[src/rtl/tc_ser_ctrl_if.sv]
// Word-side handshake bundle for tc_ser_ctrl: input word channel, result channel
// and a debug view of the sequencer state.
interface tc_ser_ctrl_if #(
    parameter int W = 8
);
    logic         in_valid;
    logic [W-1:0] in_data;
    logic         in_ready;
    logic         out_valid;
    logic [W-1:0] out_data;
    logic         out_ready;
    logic         out_ovf;
    logic [1:0]   state_dbg;

    modport slave (
        input  in_valid, in_data, out_ready,
        output in_ready, out_valid, out_data, out_ovf, state_dbg
    );

    modport master (
        output in_valid, in_data, out_ready,
        input  in_ready, out_valid, out_data, out_ovf, state_dbg
    );
endinterface

[src/rtl/tc_ser_ctrl.sv]
// Word-level sequencer feeding a bit-serial two's-complement core LSB-first.
// Optional overflow flag for the most-negative input is built when TC_OVF_EN is defined.
module tc_ser_ctrl #(
    parameter int W = 8
) (
    input  logic          t_clk,
    input  logic          r,
    tc_ser_ctrl_if.slave  bus,
    output logic          busy,
    output logic          core_i,
    output logic          core_r,
    input  logic          core_y
);
    localparam int CW = $clog2(W);

    typedef enum logic [1:0] {
        IDLE  = 2'd0,
        SHIFT = 2'd1,
        DONE  = 2'd2
    } state_t;

    state_t         state_q, state_d;
    logic [W-1:0]   sreg_q, sreg_d;
    logic [W-1:0]   res_q, res_d;
    logic [CW-1:0]  cnt_q, cnt_d;

    // Handshakes: a transfer happens on a rising edge where valid and ready are
    // both high; ready never depends combinationally on valid on either channel.
    always_ff @(posedge t_clk or negedge r) begin
        if (!r) begin
            state_q <= IDLE;
            sreg_q  <= '0;
            res_q   <= '0;
            cnt_q   <= '0;
        end else begin
            state_q <= state_d;
            sreg_q  <= sreg_d;
            res_q   <= res_d;
            cnt_q   <= cnt_d;
        end
    end

`ifdef TC_OVF_EN
    logic msb_q, msb_d;

    always_ff @(posedge t_clk or negedge r) begin
        if (!r) msb_q <= 1'b0;
        else    msb_q <= msb_d;
    end

    always_comb begin
        msb_d = msb_q;
        if (state_q == IDLE && bus.in_valid) msb_d = bus.in_data[W-1];
    end

    assign bus.out_ovf = (state_q == DONE) & msb_q & res_q[W-1];
`else
    assign bus.out_ovf = 1'b0;
`endif

    always_comb begin
        state_d = state_q;
        sreg_d  = sreg_q;
        res_d   = res_q;
        cnt_d   = cnt_q;
        case (state_q)
            IDLE: begin
                if (bus.in_valid) begin
                    sreg_d  = bus.in_data;
                    res_d   = '0;
                    cnt_d   = '0;
                    state_d = SHIFT;
                end
            end
            SHIFT: begin
                res_d  = {core_y, res_q[W-1:1]};
                sreg_d = sreg_q >> 1;
                // Counter parks at zero on the final capture so it never wraps.
                if (cnt_q == CW'(W - 1)) begin
                    cnt_d   = '0;
                    state_d = DONE;
                end else begin
                    cnt_d = cnt_q + 1'b1;
                end
            end
            DONE: begin
                if (bus.out_ready) state_d = IDLE;
            end
            default: state_d = IDLE;
        endcase
    end

    assign bus.in_ready  = (state_q == IDLE);
    assign bus.out_valid = (state_q == DONE);
    assign bus.out_data  = (state_q == DONE) ? res_q : '0;
    assign bus.state_dbg = state_q;
    assign busy          = (state_q != IDLE);
    assign core_r        = (state_q != SHIFT);
    assign core_i        = (state_q == SHIFT) & sreg_q[0];
endmodule

[src/flat_wrapper.sv]
// flat-port wrapper written by rule: the top's interface ports become plain ports
module tc_ser_ctrl_flat 
#(
    parameter int W = 8
)
  (t_clk, r, busy, core_i, core_r, core_y, bus_in_valid, bus_in_data, bus_out_ready, bus_in_ready, bus_out_valid, bus_out_data, bus_out_ovf, bus_state_dbg);
  tc_ser_ctrl_if #(.W(W)) bus_i ();
  input  logic t_clk;
  input  logic r;
  output logic busy;
  output logic core_i;
  output logic core_r;
  input  logic core_y;
  input wire logic [$bits(bus_i.in_valid)-1:0] bus_in_valid;
  input wire logic [$bits(bus_i.in_data)-1:0] bus_in_data;
  input wire logic [$bits(bus_i.out_ready)-1:0] bus_out_ready;
  output wire logic [$bits(bus_i.in_ready)-1:0] bus_in_ready;
  output wire logic [$bits(bus_i.out_valid)-1:0] bus_out_valid;
  output wire logic [$bits(bus_i.out_data)-1:0] bus_out_data;
  output wire logic [$bits(bus_i.out_ovf)-1:0] bus_out_ovf;
  output wire logic [$bits(bus_i.state_dbg)-1:0] bus_state_dbg;
  assign bus_i.in_valid = bus_in_valid;
  assign bus_i.in_data = bus_in_data;
  assign bus_i.out_ready = bus_out_ready;
  assign bus_in_ready = bus_i.in_ready;
  assign bus_out_valid = bus_i.out_valid;
  assign bus_out_data = bus_i.out_data;
  assign bus_out_ovf = bus_i.out_ovf;
  assign bus_state_dbg = bus_i.state_dbg;
  tc_ser_ctrl #(.W(W)) u_core (.t_clk(t_clk), .r(r), .bus(bus_i), .busy(busy), .core_i(core_i), .core_r(core_r), .core_y(core_y));
endmodule
[config.mk]
export PLATFORM = sky130hd
export DESIGN_NAME = tc_ser_ctrl_flat
export DESIGN_NICKNAME = d
export VERILOG_FILES = /design/src/rtl/tc_ser_ctrl_if.sv /design/src/rtl/tc_ser_ctrl.sv /design/src/flat_wrapper.sv
export SDC_FILE = /design/constraint.sdc
export NUM_CORES = 1
export LEC_CHECK = 0
export ABC_AREA = 1
export BUFFER_PORTS_ARGS = -buffer_cell sky130_fd_sc_hd__buf_2
export CORE_MARGIN = 5
export CORE_UTILIZATION = 50
export DETAILED_ROUTE_END_ITERATION = 7
export HOLD_SLACK_MARGIN = 0.05
export MAX_ROUTING_LAYER = met4
export PLACE_DENSITY = 0.74
export SLEW_MARGIN = 30
export SYNTH_ARGS = -nofsm -noshare
export SYNTH_HDL_FRONTEND = slang
export SYNTH_SLANG_ARGS = --single-unit
[constraint.sdc]
create_clock -name t_clk -period 1.2 [get_ports t_clk]
set_input_delay 0 -clock t_clk [delete_from_list [all_inputs] [get_ports t_clk]]
set_output_delay 0 -clock t_clk [all_outputs]
set_load 0.01 [all_outputs]
### After elaboration in Yosys (flattened, before gate mapping)

Index checks and enable logic that the tools add are counted.

| storage, ports and cells | value |
|---|---|
| flip-flop bits (word level) | 21 |
| input bits | 13 |
| output and inout port bits | 16 |
| logic and storage cells | 30 |

| operators by class | value |
|---|---|
| add/sub/neg operators | 1 |
| equal/unequal tests | 7 |
| multiplexer cells | 12 |
| bitwise logic cells | 1 |
| reductions and logical operators | 5 |

Operator list:

| kind | count |
|---|---|
| $pmux 8 s2 | 2 |
| $mux 8 | 3 |
| $mux 2 | 3 |
| $mux 3 | 2 |
| $pmux 2 s3 | 1 |
| $pmux 3 s2 | 1 |
| $ne 2x1->1 const B | 2 |
| $ne 2x2->1 const B | 2 |
| $reduce_bool 2->1 | 2 |
| $add 3x1->3 const B | 1 |
| $eq 3x3->1 const B | 1 |
| $reduce_and 3->1 | 1 |
| $eq 2x1->1 const B | 1 |
| $eq 2x2->1 const B | 1 |
| $logic_not 2->1 | 1 |
| $reduce_and 2->1 | 1 |
| $and 1x1->1 | 1 |

### Logic depth before layout (Yosys ltp)

| depth | value |
|---|---|
| depth in word-level cells | 3 |
| mapped depth | 6 |
| gate-level depth less buffers | 6 |

### Worst setup path before layout

Ideal clock, no wire load.

| path | value |
|---|---|
| path type | register -> register |
| from | register u_core.state_q[0], in the netlist u_core.bus.state_dbg[0] |
| to | register u_core.sreg_q[3] |
| setup time | 0.117 ns |
| arrival | 0.997 ns |
| data required time | 1.083 ns |
| slack | 0.086 ns |
| cell stages (with the launch flop) | 7 |
| buffers on the path | 2 |
| clock period less this slack | 1.114 ns |
| cell sequence | dfrtp_1 > buf_2 > nand2_2 > buf_4 > nand2_1 > nand3_1 > nand2_1 |

| on the way | value |
|---|---|
| cells in the longest elaborated chain, start to end | 3 |
| elaborated cells on any way between the ends | 6 |
| those cells by class | eq/ne: 2; mux: 1; reduce/logical: 3 |

RTL lines:

| what | line | text |
|---|---|---|
| start, declared | tc_ser_ctrl.sv:22 | `state_t state_q, state_d;` |
| start signal, assigned | tc_ser_ctrl.sv:36 | `state_q <= state_d;` |
| $eq 2x1->1 or $logic_not 2->1 (tied branches) | tc_ser_ctrl.sv:66 | `case (state_q)` |
| $reduce_bool 2->1 (no source line) or $ne 2x2->1 (tied branches) | -- |  |
| $reduce_and 2->1 (no source line) | -- |  |
| end signal, assigned | tc_ser_ctrl.sv:37 | `sreg_q <= sreg_d;` |
| end, declared | tc_ser_ctrl.sv:23 | `logic [W-1:0] sreg_q, sreg_d;` |

Several ways; a longest one is shown, not always the timed one.
A chain may end at the register's enable or synchronous reset.

### Final worst setup path

| path | value |
|---|---|
| from | register u_core.state_q[0], in the netlist u_core.bus.state_dbg[0] |
| to | output port busy |

| on the way | value |
|---|---|
| cells in the longest elaborated chain, start to end | 1 |

RTL lines:

| what | line | text |
|---|---|---|
| $reduce_bool 2->1 | tc_ser_ctrl.sv:97 | `assign busy = (state_q != IDLE);` |
| end, declared | flat_wrapper.sv:10 | `output logic busy;` |

Every way passes these cells.

==> flow_summary.yaml <==
detailed_routing:
  vias: 1047
  drtAntennaViolNets: 0
  viasPerCell: 4.92
  first_pass_iters: 4
  wl_mm: 2.90
  wl_met2_mm: 1.48
  wl_met1_mm: 1.15
  route.met3.wl_um: 190
  drc: 0
  highest_layer: "met4"
  drt-initial-drc-count: 39
  wire_per_inst_um: 13.6
place:
  io_buffers: 27
  pre_cts_slack_ns: 0.118
  dp_cells: 190
  hpwl_mm: 1.69
  place_congestion: 0.802
  dpl_cell_area_sq_mm: 0.00122
worst_setup_path:
  crit_arrival_ns: 1.24
  cp-start-kind: "register"
  crit_type: "reg2out"
  cp.required_ns: 1.20
  setup.worst_path.end_class: "output pin"
  cp_max_fo: 4
  reg2reg_depth: 6
global_route:
  grt-ovfl-total: 0
  grt_use_total: 0.189
  grt_pass1_wl_mm: 4.42
  grt_pass1_vias: 878
  antenna_found_initial: 0
  grt_max_degree: 22
sta:
  finalHoldViolCount: 0
  fin_ws_ns: -0.0350
  setup_viol: 4
  fin_crit_sh: 1.03
  skew_ns: 0.000929
  max_freq_mhz: 810
  min_period_ns: 1.24
  grt_setup_unrepaired: "true"
  drv_slew: 0
floorplan:
  fp.dieH_um: 55.5
  start_util: 0.527
  core_area_sq_mm: 0.00196
  die_area_sq_mm: 0.00308
  rows: 16
  ioPinCount: 29
  die_width_um: 55.5
final_layout:
  finish.instance_area_sq_mm: 0.00152
  fin_nets: 202
  final_cells: 213
  antenna_cells: 0
  drive_above_1_share: 0.344
  area_growth_syn_to_layout_pct: 47.2
cts:
  cts.sinks: 21
  clk_pin_slew_ns: 0.13
  cts_tree: "done"
  cts_buffer_depth: 2
  cts_buffers: 3
  h-tree-depth: 1
  insertion_delay_ns: 0.32
  cts_root_buf: "clkbuf_4"
logic_synthesis:
  postSynthCellCount: 133
  ys.warnings.count: 0
  async_reset_ff_frac: 1.00
  syn_area_sq_mm: 0.00103
  seq_area_frac_synth: 0.508
  synth_cell_types: 16
  synthFlopType: "dfrtp_1"
  synth-seq-cells: 21
  synth_nets: 148
  synth_edf_count: 0
  avgSynthCellArea_sq_um: 7.77
flow_run:
  cap_violations: 0
pwr:
  swShare: 0.420
  power.leakage_nw: 0.831
  clockPowerShare: 0.111
  vdd_drop_max_uv: 1410
  intPower_mw: 1.93
  combPwrFrac: 0.520
  powerDensity_mw_per_mm2: 2180
  seq_power_share: 0.369
  p_switching_mw: 1.39
run_status:
  status: "finished, violations left"
  violations: "negative setup slack"
hold_path:
  min_path_type: "in2async"
power by group through the flow:
stage	Combinational, mW	Sequential (mW)	Clock (mW)
after floorplan	0.908	1.16	0
after global placement	1.26	1.18	0
after detailed placement	1.29	1.21	0
after CTS	1.44	1.20	0.357
after global routing	1.91	1.26	0.402
final	1.73	1.22	0.368
metal layers:
metal / global-route usage / vias to the layer above
met2: 0.309 / 49
met3: 0.0420 / 8
met1: 0.225 / 480
met5: - / -
li1: - / 510
met4: 0.0729 / 0
cells in the mapped netlist (2+ instances only):
cell type   n  share of area
nand2_1    32           0.12
inv_1      25          0.091
dfrtp_1    21           0.51
nand3_1    18          0.087
nor2_1     11          0.040
o21ai_0     5          0.024
o21ai_1     5          0.024
buf_4       3          0.022
nand2_2     3          0.018
ha_1        2          0.024
inv_2       2         0.0073
o22ai_1     2          0.012
registers in the layout, summed over array words and instances (netlist names):
signal                cells
u_core.bus.state_dbg      2
u_core.sreg_q             8
u_core.res_q              8
u_core.cnt_q              3
worst paths after layout:
| check | from | end | slack, ns |
|---|---|---|---|
| min reg2reg | u_core.cnt_q[1] | u_core.cnt_q[1] | 0.50 |
| min in group t_clk | bus_out_ready | u_core.bus.state_dbg[1] | 0.40 |
| max reg2reg | u_core.bus.state_dbg[1] | u_core.res_q[7] | 0.04 |
| max | u_core.bus.state_dbg[0] | busy | -0.04 |
| max in group asynchronous | r | u_core.bus.state_dbg[0] | 0.71 |
| min | r | u_core.res_q[2] | 0.15 |
logic make-up (layout without fill, tap and decap cells):
| family | Yosys count | after routing | synth area share |
|---|---|---|---|
| other | 1 | 1 | 0.00363 |
| DFF | 21 | 21 | 0.508 |
| and+or+nand+nor | 65 | 65 | 0.268 |
| AOI/OAI and AO/OA | 12 | 12 | 0.0605 |
| adders and majority gates | 2 | 2 | 0.0242 |
| buffers and inverters | 32 | 85 | 0.136 |
critical path: stages (launching register included):
cell	delay (ns)
dfrtp_2	0.48
buf_6	0.14
nor2_4	0.10
inv_1	0.06
buf_2	0.13
through the flow:
stage	power, mW	setup TNS (ns)	utilization	hold WS, ns
2_1_floorplan	2.06	0	-	-0.296
3_3_place_gp	2.44	0	0.624	-0.0232
3_5_place_dp	2.50	0	0.624	-0.0204
4_1_cts	2.99	-0.0269	0.723	0.166
5_1_grt	3.57	-0.751	0.776	0.207
6_report	3.32	-0.0820	0.776	0.147
placed cells by master, fill, tap and decap left out:
cell type / instances
nor2_1: 5
nand2_1: 29
nand2_4: 1
nand2_8: 1
dfrtp_1: 20
clkbuf_4: 3
buf_6: 8
o22ai_1: 2
nor2_2: 5
nor2_4: 2
o21ai_0: 1
clkinv_2: 1
o21ai_1: 9
nand2_2: 4
dfrtp_2: 1
inv_1: 24
buf_2: 24
dlygate4sd3_1: 12
buf_4: 10
conb_1: 1
inv_2: 2
ha_1: 2
nand3_1: 17
nand3_2: 1
inv_4: 1
timing repair:
action,CTS,global route
pin swaps,1,2
endpoints found under the setup margin,13,22
endpoints found under the hold margin,32,0
resized for setup,6,24
hold buffers,12,0
setup buffers,4,4
area by class of cell:
class                      count  area, sq um
clock buffer                   3         22.5
clock inverter                 1         5.00
fill                         140          440
inverter                      27          104
multi-input combinational     80          424
sequential                    21          527
tap                           27         33.8
timing repair buffer          54          405
Power figures use the tool's default switching activity.
